**config.mk**
```make
export PLATFORM = sky130hd
export DESIGN_NAME = accum_arbiter_ctrl
export DESIGN_NICKNAME = d
export VERILOG_FILES = /design/src/rtl/accum_arbiter_ctrl.sv
export SDC_FILE = /design/constraint.sdc
export NUM_CORES = 1
export LEC_CHECK = 0
export ABC_AREA = 0
export CAP_MARGIN = 20
export CORE_ASPECT_RATIO = 0.6
export CORE_UTILIZATION = 36
export CTS_BUF_LIST = sky130_fd_sc_hd__clkbuf_8 sky130_fd_sc_hd__clkbuf_16
export DETAILED_ROUTE_END_ITERATION = 7
export PLACE_DENSITY_LB_ADDON = 0.3
export SYNTH_ARGS = -nofsm -noshare
export SYNTH_HDL_FRONTEND = slang
export SYNTH_SLANG_ARGS = --single-unit
```
**constraint.sdc**
```tcl
create_clock -name clk -period 1.7 [get_ports clk]
set_input_delay 0.34 -clock clk [delete_from_list [all_inputs] [get_ports clk]]
set_output_delay 0.34 -clock clk [all_outputs]
set_load 0.05 [all_outputs]
```
**src/rtl/accum_arbiter_ctrl.sv**
```systemverilog
// Round-robin controller that shares one two-stage add/sub accumulator between two requesters.
// Drives acc_A / acc_add_sub at the right cycles and returns a tagged result with the flags.
module accum_arbiter_ctrl #(
    parameter int N = 8
) (
    input  logic         clk,
    input  logic         aclr,
    input  logic         req0,
    input  logic         req1,
    input  logic [1:0]   op0,
    input  logic [1:0]   op1,
    input  logic [N-1:0] data0,
    input  logic [N-1:0] data1,
    output logic         ack0,
    output logic         ack1,
    output logic         busy,
    output logic [N-1:0] acc_A,
    output logic         acc_add_sub,
    input  logic [N-1:0] acc_S,
    input  logic         acc_carry,
    input  logic         acc_overflow,
    output logic         res_valid,
    output logic         res_id,
    output logic [N-1:0] res_S,
    output logic         res_carry,
    output logic         res_overflow
);

    localparam logic [1:0] OP_ADD  = 2'b00;
    localparam logic [1:0] OP_SUB  = 2'b01;
    localparam logic [1:0] OP_CLR  = 2'b10;

    // state  | meaning
    // IDLE   | accumulator held at add-0; arbitrate and grant
    // ISSUE  | operand (or S for CLR) presented on acc_A
    // EXEC   | add_sub applied; accumulator updates S and flags
    // RESULT | S and flags valid; captured on the exiting edge
    typedef enum logic [1:0] {IDLE, ISSUE, EXEC, RESULT} state_t;

    state_t         state, state_nxt;
    logic           last_grant;
    logic [1:0]     op_q;
    logic           id_q;
    logic           grant;
    logic           grant_id;
    logic [1:0]     grant_op;
    logic [N-1:0]   grant_data;
    logic [N-1:0]   acc_a_nxt;
    logic           add_sub_nxt;

    always_ff @(posedge clk or posedge aclr) begin
        if (aclr) state <= IDLE;
        else      state <= state_nxt;
    end

    always_comb begin
        state_nxt   = state;
        grant       = 1'b0;
        grant_id    = 1'b0;
        acc_a_nxt   = '0;
        add_sub_nxt = 1'b0;
        case (state)
            IDLE: begin
                if (req0 || req1) begin
                    grant     = 1'b1;
                    grant_id  = (req0 && req1) ? ~last_grant : req1;
                    state_nxt = ISSUE;
                end
            end
            ISSUE: begin
                state_nxt   = EXEC;
                add_sub_nxt = (op_q == OP_SUB) || (op_q == OP_CLR);
            end
            EXEC:    state_nxt = RESULT;
            RESULT:  state_nxt = IDLE;
            default: state_nxt = IDLE;
        endcase
        grant_op   = grant_id ? op1 : op0;
        grant_data = grant_id ? data1 : data0;
        // CLR subtracts S from itself; S is stable here because idle adds 0
        if (grant) begin
            case (grant_op)
                OP_ADD, OP_SUB: acc_a_nxt = grant_data;
                OP_CLR:         acc_a_nxt = acc_S;
                default:        acc_a_nxt = '0;
            endcase
        end
    end

    assign ack0 = grant & ~grant_id & ~aclr;
    assign ack1 = grant & grant_id & ~aclr;
    assign busy = (state != IDLE);

    always_ff @(posedge clk or posedge aclr) begin
        if (aclr) begin
            last_grant   <= 1'b1;
            op_q         <= '0;
            id_q         <= 1'b0;
            acc_A        <= '0;
            acc_add_sub  <= 1'b0;
            res_valid    <= 1'b0;
            res_id       <= 1'b0;
            res_S        <= '0;
            res_carry    <= 1'b0;
            res_overflow <= 1'b0;
        end else begin
            acc_A       <= acc_a_nxt;
            acc_add_sub <= add_sub_nxt;
            res_valid   <= (state == RESULT);
            if (grant) begin
                last_grant <= grant_id;
                op_q       <= grant_op;
                id_q       <= grant_id;
            end
            if (state == RESULT) begin
                res_S        <= acc_S;
                res_carry    <= acc_carry;
                res_overflow <= acc_overflow;
                res_id       <= id_q;
            end
        end
    end

endmodule

```
==> results of run 1 <==
==> worst reg2reg max path, cell delays in order, from the launching register on <==
cell	delay (ps)
dfrtp_1	400
inv_2	100
ha_4	180
buf_6	110
buf_4	110
nand3_1	120
a211oi_4	210
buf_4	190
o2bb2ai_1	120
==> flip-flops by register name (all words and copies together), names as in the netlist <==
signal,cells
res_S,8
last_grant,1
acc_add_sub,1
res_id,1
state,2
res_valid,1
id_q,1
acc_A,8
res_overflow,1
res_carry,1
op_q,2
==> synthesized netlist by cell type, types with 2 or more instances <==
master,instances
dfrtp_1,26
nand2_1,4
ha_1,5
mux2_2,12
inv_1,4
clkbuf_1,2
nor2_1,4
o2bb2ai_1,8
a21oi_1,2
mux2i_1,8
nor3_1,4
==> cell usage in the layout, fill, tap and decap left out, types with 3 or more instances in the layout <==
cell	count
buf_12	3
nor2_1	3
o2bb2ai_1	8
mux2i_1	8
buf_4	40
inv_2	3
dfrtp_1	26
ha_1	4
clkdlybuf4s50_1	31
clkbuf_8	3
mux2_2	11
==> metrics by stage <==
step           setup TNS (ps)  setup slack [ps]  instance area (sq um)  instances  util (%)
2_1_floorplan            -691              -106                   1260         94         -
3_3_place_gp            -1930              -204                   1960        206      64.5
3_5_place_dp            -2440              -270                   1960        206      64.5
4_1_cts                     0             0.259                   2060        213      67.6
5_1_grt                  -106             -59.9                   2070        215      68.1
6_report                    0              2.52                   2070        215      68.1
==> worst max-delay path by stage <==
stage	from	slack, ps	endpoint
final	state[1]$_DFFE_PP0P_	3	ack1
after detailed placement	req1	-270	acc_A[5]$_DFF_PP0_
after CTS	state[0]$_DFFE_PP0P_	0.3	ack1
after global routing	state[1]$_DFFE_PP0P_	-60	ack0
after floorplan	state[0]$_DFFE_PP0P_	-110	state[1]$_DFFE_PP0P_
after global placement	req1	-200	acc_A[2]$_DFF_PP0_
==> power by group through the flow <==
stage / Clock [mW] / Sequential (mW) / Combinational (mW)
floorplan: 0 / 1.75 / 0.738
global placement: 0 / 1.07 / 2.10
detailed placement: 0 / 1.09 / 2.15
CTS: 0.363 / 1.06 / 2.31
global route: 0.396 / 1.09 / 2.44
finish: 0.353 / 1.06 / 2.32
==> cell families after synthesis <==
kind of cell    Yosys count  synth area share (%)
simple gates             15                  5.55
xor+xnor                  1                 0.720
compound gates           19                  13.2
mux                      20                  17.7
flops                    27                  55.6
fa+ha+maj                 5                  5.14
buf+inv                   7                  2.16
==> cell type report <==
type                    instances  area [sq um]
clock inverters                 1          3.75
multi-input cells              60           574
well taps                      42          52.6
repair buffers                 77           699
inverters                       5          22.5
fillers                       230           970
flip-flops and latches         27           677
clock buffers                   3          41.3
==> repair_timing <==
item,4_1_cts,5_1_grt
setup buffers,4,2
pin swaps,3,0
endpoints found under the setup margin,3,2
resized for setup,9,0
==> layer usage <==
layer,vias to the layer above,wire length [microns]
met1,480,1490
met4,0,25
met2,49,1470
met3,8,243
met5,-,0
li1,494,-
==> results.toml, run 1 <==
[final_layout]
drive_above_1_share_pct = 42.2
final_nets = 213
antenna_cells = 0
area_delta_synth_final_pct = 70.1

[synthesis]
synth.distinct_cells = 26
synth_edf_count = 0
yosysSeqAreaShare_pct = 55.6
ys.flop_type = "dfrtp_1"
synthTopCellsByArea = "dfrtp_1, mux2_2, mux2i_1"
netlist_instances = 94
syn_avg_cell_area_sq_um = 13.0
synth_largest_area_cell = "dfrtp_1"
synthesis.area_sq_um = 1220
synth_top_area_share_pct = 53.4
async_reset_ff_share_pct = 100
synth.net_count = 133
ys_ff_latch = 27
ys_warn_count = 0

[die]
start_util_pct = 40.0
die_w_microns = 77.1
die_area_sq_um = 3630
num_rows = 15
ios = 58
die_h_microns = 47.0
fp.coreArea_sq_um = 3040

[worst_setup_path]
critPathArrivalTime_ps = 1360
critPathKind = "flop to output port"
crit_path_start_kind = "flop"
r2r_end = "acc_A[5]$_DFF_PP0_"
slowest_stage = "dfrtp_1"
cp_top_family = "flip-flops"
critPathRequiredTime_ps = 1360
cp-end-kind = "output port"
r2r_cells = 8
cp.depth = 6
cp_num_buf_inv = 3
r2r_slack_ps = 90
rr_startpoint = "state[1]$_DFFE_PP0P_"
path_cells = "inv_2 -> ha_4 -> buf_6 -> nand2_4 -> nor2_4 -> buf_12"
crit_fanout = 4
max_stage_delay_ps = 400

[route]
drc = 0
drt_first_pass_iters = 4
antenna_left = 0
drtIter0Drc = 58
via_count = 1031
drt_wl_total_microns = 3230
routedWlPerCell_microns = 15.0
vias_per_cell = 4.80

[grt]
grt_max_degree = 26
grt_overflow_total = 0
gr-usage-met3_pct = 6.41
grt_pass1_vias = 1021
use_met2_pct = 32.7
grt_use_total_pct = 19.1
globalRoute.busiestLayer = "met2"
use_met1_pct = 24.2
grt_pass1_wl_microns = 5030
grt_antenna_before_repair = 0

[timing]
clock_skew_ps = 5.90
fin_crit_ps = 1700
slew-limit-headroom_pct = 78.4
rsz0062_at_grt = "yes"
final_max_slew_viol_count = 0
timing.fmax_ghz = 0.589
holdWs_ps = 445
period_share_pct = 99.9
hold_viol = 0
tightest_slew_ps = 323
setup_violations = 0

[clocking]
htreeDepth = 1
cts_hold_buf = 0
insertion_delay_ps = 270
path_clk_slew_ps = 90
cts_tree = "yes"
numCtsBuffers = 3
cts.sinks = 27
cts_buffer_depth = 2
root_buffer = "clkbuf_8"

[power]
ir_drop_mv = 0.867
p_sw_mw = 1.70
finalPower_mw = 3.73
intPower_mw = 2.04
pwr-share-comb_pct = 62.1
swShare_pct = 45.4
seqPwrFrac_pct = 28.5
p_per_area_nw_per_um2 = 1800
p_leak_nw = 0.980
clockPowerShare_pct = 9.4

[place]
hpwlAfterDp_microns = 2470
numPortBuffers = 57
place.gp.congestion = 0.905

[job]
maxCapViolations = 0

[outcome]
outcome = "completed"

[worst_hold_path]
hp-class = "input pin to asynchronous set/reset pin"
Power figures use the tool's default switching activity.
==> run 2, diff against run 1 <==
--- a/config.mk
+++ b/config.mk
@@ -6,7 +6,7 @@
 export NUM_CORES = 1
 export LEC_CHECK = 0
 export ABC_AREA = 0
-export CAP_MARGIN = 20
+export CAP_MARGIN = 0
 export CORE_ASPECT_RATIO = 0.6
 export CORE_UTILIZATION = 36
 export CTS_BUF_LIST = sky130_fd_sc_hd__clkbuf_8 sky130_fd_sc_hd__clkbuf_16
==> constraint.sdc (replaced) <==
create_clock -name clk -period 1.4 [get_ports clk]
set_input_delay 0.28 -clock clk [delete_from_list [all_inputs] [get_ports clk]]
set_output_delay 0.28 -clock clk [all_outputs]
set_load 0.05 [all_outputs]
==> run 2 against run 1 <==
Critical path depth decreased by 2. The flow now finishes with violations (setup timing). Power increased by 54%. Critical endpoint is now ack0. Largest power group unchanged. First-iteration DRC count decreased by 76%.
==> results.toml, run 2 (synthesized netlist as in run 1, its figures left out) <==
[worst_setup_path]
critPathKind = "flop to output port"
r2r_cells = 9
r2r_end = "acc_A[3]$_DFF_PP0_"
critPathArrivalTime_ps = 1420
r2r_slack_ps = -260
crit_path_start_kind = "flop"
crit_fanout = 2
rr_startpoint = "state[1]$_DFFE_PP0P_"
critPathRequiredTime_ps = 1120
cp-end-kind = "output port"

[power]
p_leak_nw = 1.13
ir_drop_mv = 1.48
p_per_area_nw_per_um2 = 2270
finalPower_mw = 5.73

[clocking]
cts_tree = "yes"
cts_hold_buf = 0
htreeDepth = 1
numCtsBuffers = 3
root_buffer = "clkbuf_8"
path_clk_slew_ps = 100
cts_buffer_depth = 2
insertion_delay_ps = 270
cts.sinks = 27

[final_layout]
area_delta_synth_final_pct = 107
antenna_cells = 0
drive_above_1_share_pct = 52.7
finalInstanceArea_sq_um = 2520
final_common_cell = "clkdlybuf4s50_1"
final_nets = 222
largestRegisters = "acc_A: 8 flops, res_S: 8 flops"
layout_common_cells = "clkdlybuf4s50_1, dfrtp_1, buf_12"

[outcome]
outcome = "finished, violations left"
violations = "setup timing"

[grt]
grt_pass1_wl_microns = 6070
grt_overflow_total = 0
grt_pass1_vias = 1235
use_met1_pct = 26.7
gr-usage-met3_pct = 6.99
grt_max_degree = 23
globalRoute.busiestLayer = "met2"
grt_use_total_pct = 23.4
grt_antenna_before_repair = 0
use_met2_pct = 45.4

[route]
drt_first_pass_iters = 4
drc = 0
drt_wl_total_microns = 4450
drtIter0Drc = 14
antenna_left = 0
routedWlPerCell_microns = 19.9
via_count = 1142
vias_per_cell = 5.10

[timing]
timing.fmax_ghz = 0.590
slew-limit-headroom_pct = 78.6
rsz0062_at_grt = "yes"
period_share_pct = 121
setup_slack_ps = -296
setup_violations = 14
hold_viol = 0
tightest_slew_ps = 320
clock_skew_ps = 9.95
fin_crit_ps = 1700
final_max_slew_viol_count = 0

[die]
die_area_sq_um = 3630
die_h_microns = 47.0
fp.coreArea_sq_um = 3040
start_util_pct = 40.0
num_rows = 15
ios = 58
die_w_microns = 77.1

[place]
place.gp.congestion = 0.867
dpl-instance-area_sq_um = 2250
place_ws_ps = -490
hpwlAfterDp_microns = 2670
numPortBuffers = 57

[job]
maxCapViolations = 0

[worst_hold_path]
hp-class = "input pin to asynchronous set/reset pin"
## run 2: cell count changes in the layout (fill, tap and decap cells not counted), sizes merged
cell,before,now
buf,44,53
inv,5,4
clkinv,0,1
## run 2: critical path, stage by stage (launching register included)
cell and delay [ps]:
dfstp_2 550, nor2b_1 80, buf_4 160, nor3_4 190, buf_12 160
## run 2: cell type report
class | count | area (sq um)
Clock buffer | 3 | 41.3
Tap cell | 42 | 52.6
Clock inverter | 1 | 5.00
Multi-Input combinational cell | 60 | 673
Inverter | 5 | 22.5
Sequential cell | 27 | 677
Fill cell | 165 | 515
Timing Repair Buffer | 86 | 1050
## run 2: what timing repair did
action | in CTS | in global routing
setup buffers | 7 | 1
endpoints found under the setup margin | 26 | 16
gates resized for setup | 21 | 13
pin swaps | 5 | 3
cloned | 0 | 1
## run 2: worst max path at each step
| stage | start | end | cells after the start |
|---|---|---|---|
| detailed placement | req1 | acc_A[5]$_DFF_PP0_ | 6 |
| CTS | state[0]$_DFFE_PP0P_ | ack0 | 6 |
| floorplan | state[0]$_DFFE_PP0P_ | state[1]$_DFFE_PP0P_ | 6 |
| global placement | req0 | acc_A[7]$_DFF_PP0_ | 6 |
| global route | last_grant$_DFFE_PP1P_ | ack0 | 4 |
| finish | last_grant$_DFFE_PP1P_ | ack0 | 4 |
## run 2: routing by layer
layer / wire (microns) / share of wire (%)
met5: 0 / 0
met2: 2280 / 51
met3: 236 / 5.3
met1: 1860 / 42
met4: 74 / 1.7
## run 2: per-stage QoR
stage / util (%) / TNS (ps) / std cells / hold WS [ps]
after global placement: 74.2 / -5960 / 211 / 454
after global routing: 83.0 / -3960 / 224 / 512
after floorplan: - / -4360 / 94 / 332
final: 83.0 / -3000 / 224 / 510
after CTS: 80.4 / -1710 / 222 / 502
after detailed placement: 74.2 / -7210 / 211 / 490
## run 2: power breakdown
group | switching [mW] | leakage [nW] | internal [mW]
clock network | 0.240 | 0.0255 | 0.199
registers | 0.307 | 0.333 | 1.12
logic | 1.89 | 0.771 | 1.97
total | 2.44 | 1.13 | 3.29
==> run 3, diff against run 2 <==
--- a/config.mk
+++ b/config.mk
@@ -6,7 +6,6 @@
 export NUM_CORES = 1
 export LEC_CHECK = 0
 export ABC_AREA = 0
-export CAP_MARGIN = 0
 export CORE_ASPECT_RATIO = 0.6
 export CORE_UTILIZATION = 36
 export CTS_BUF_LIST = sky130_fd_sc_hd__clkbuf_8 sky130_fd_sc_hd__clkbuf_16
==> results of run 3 <==
The final DEF is identical to that of run 2; final timing and power are the same.
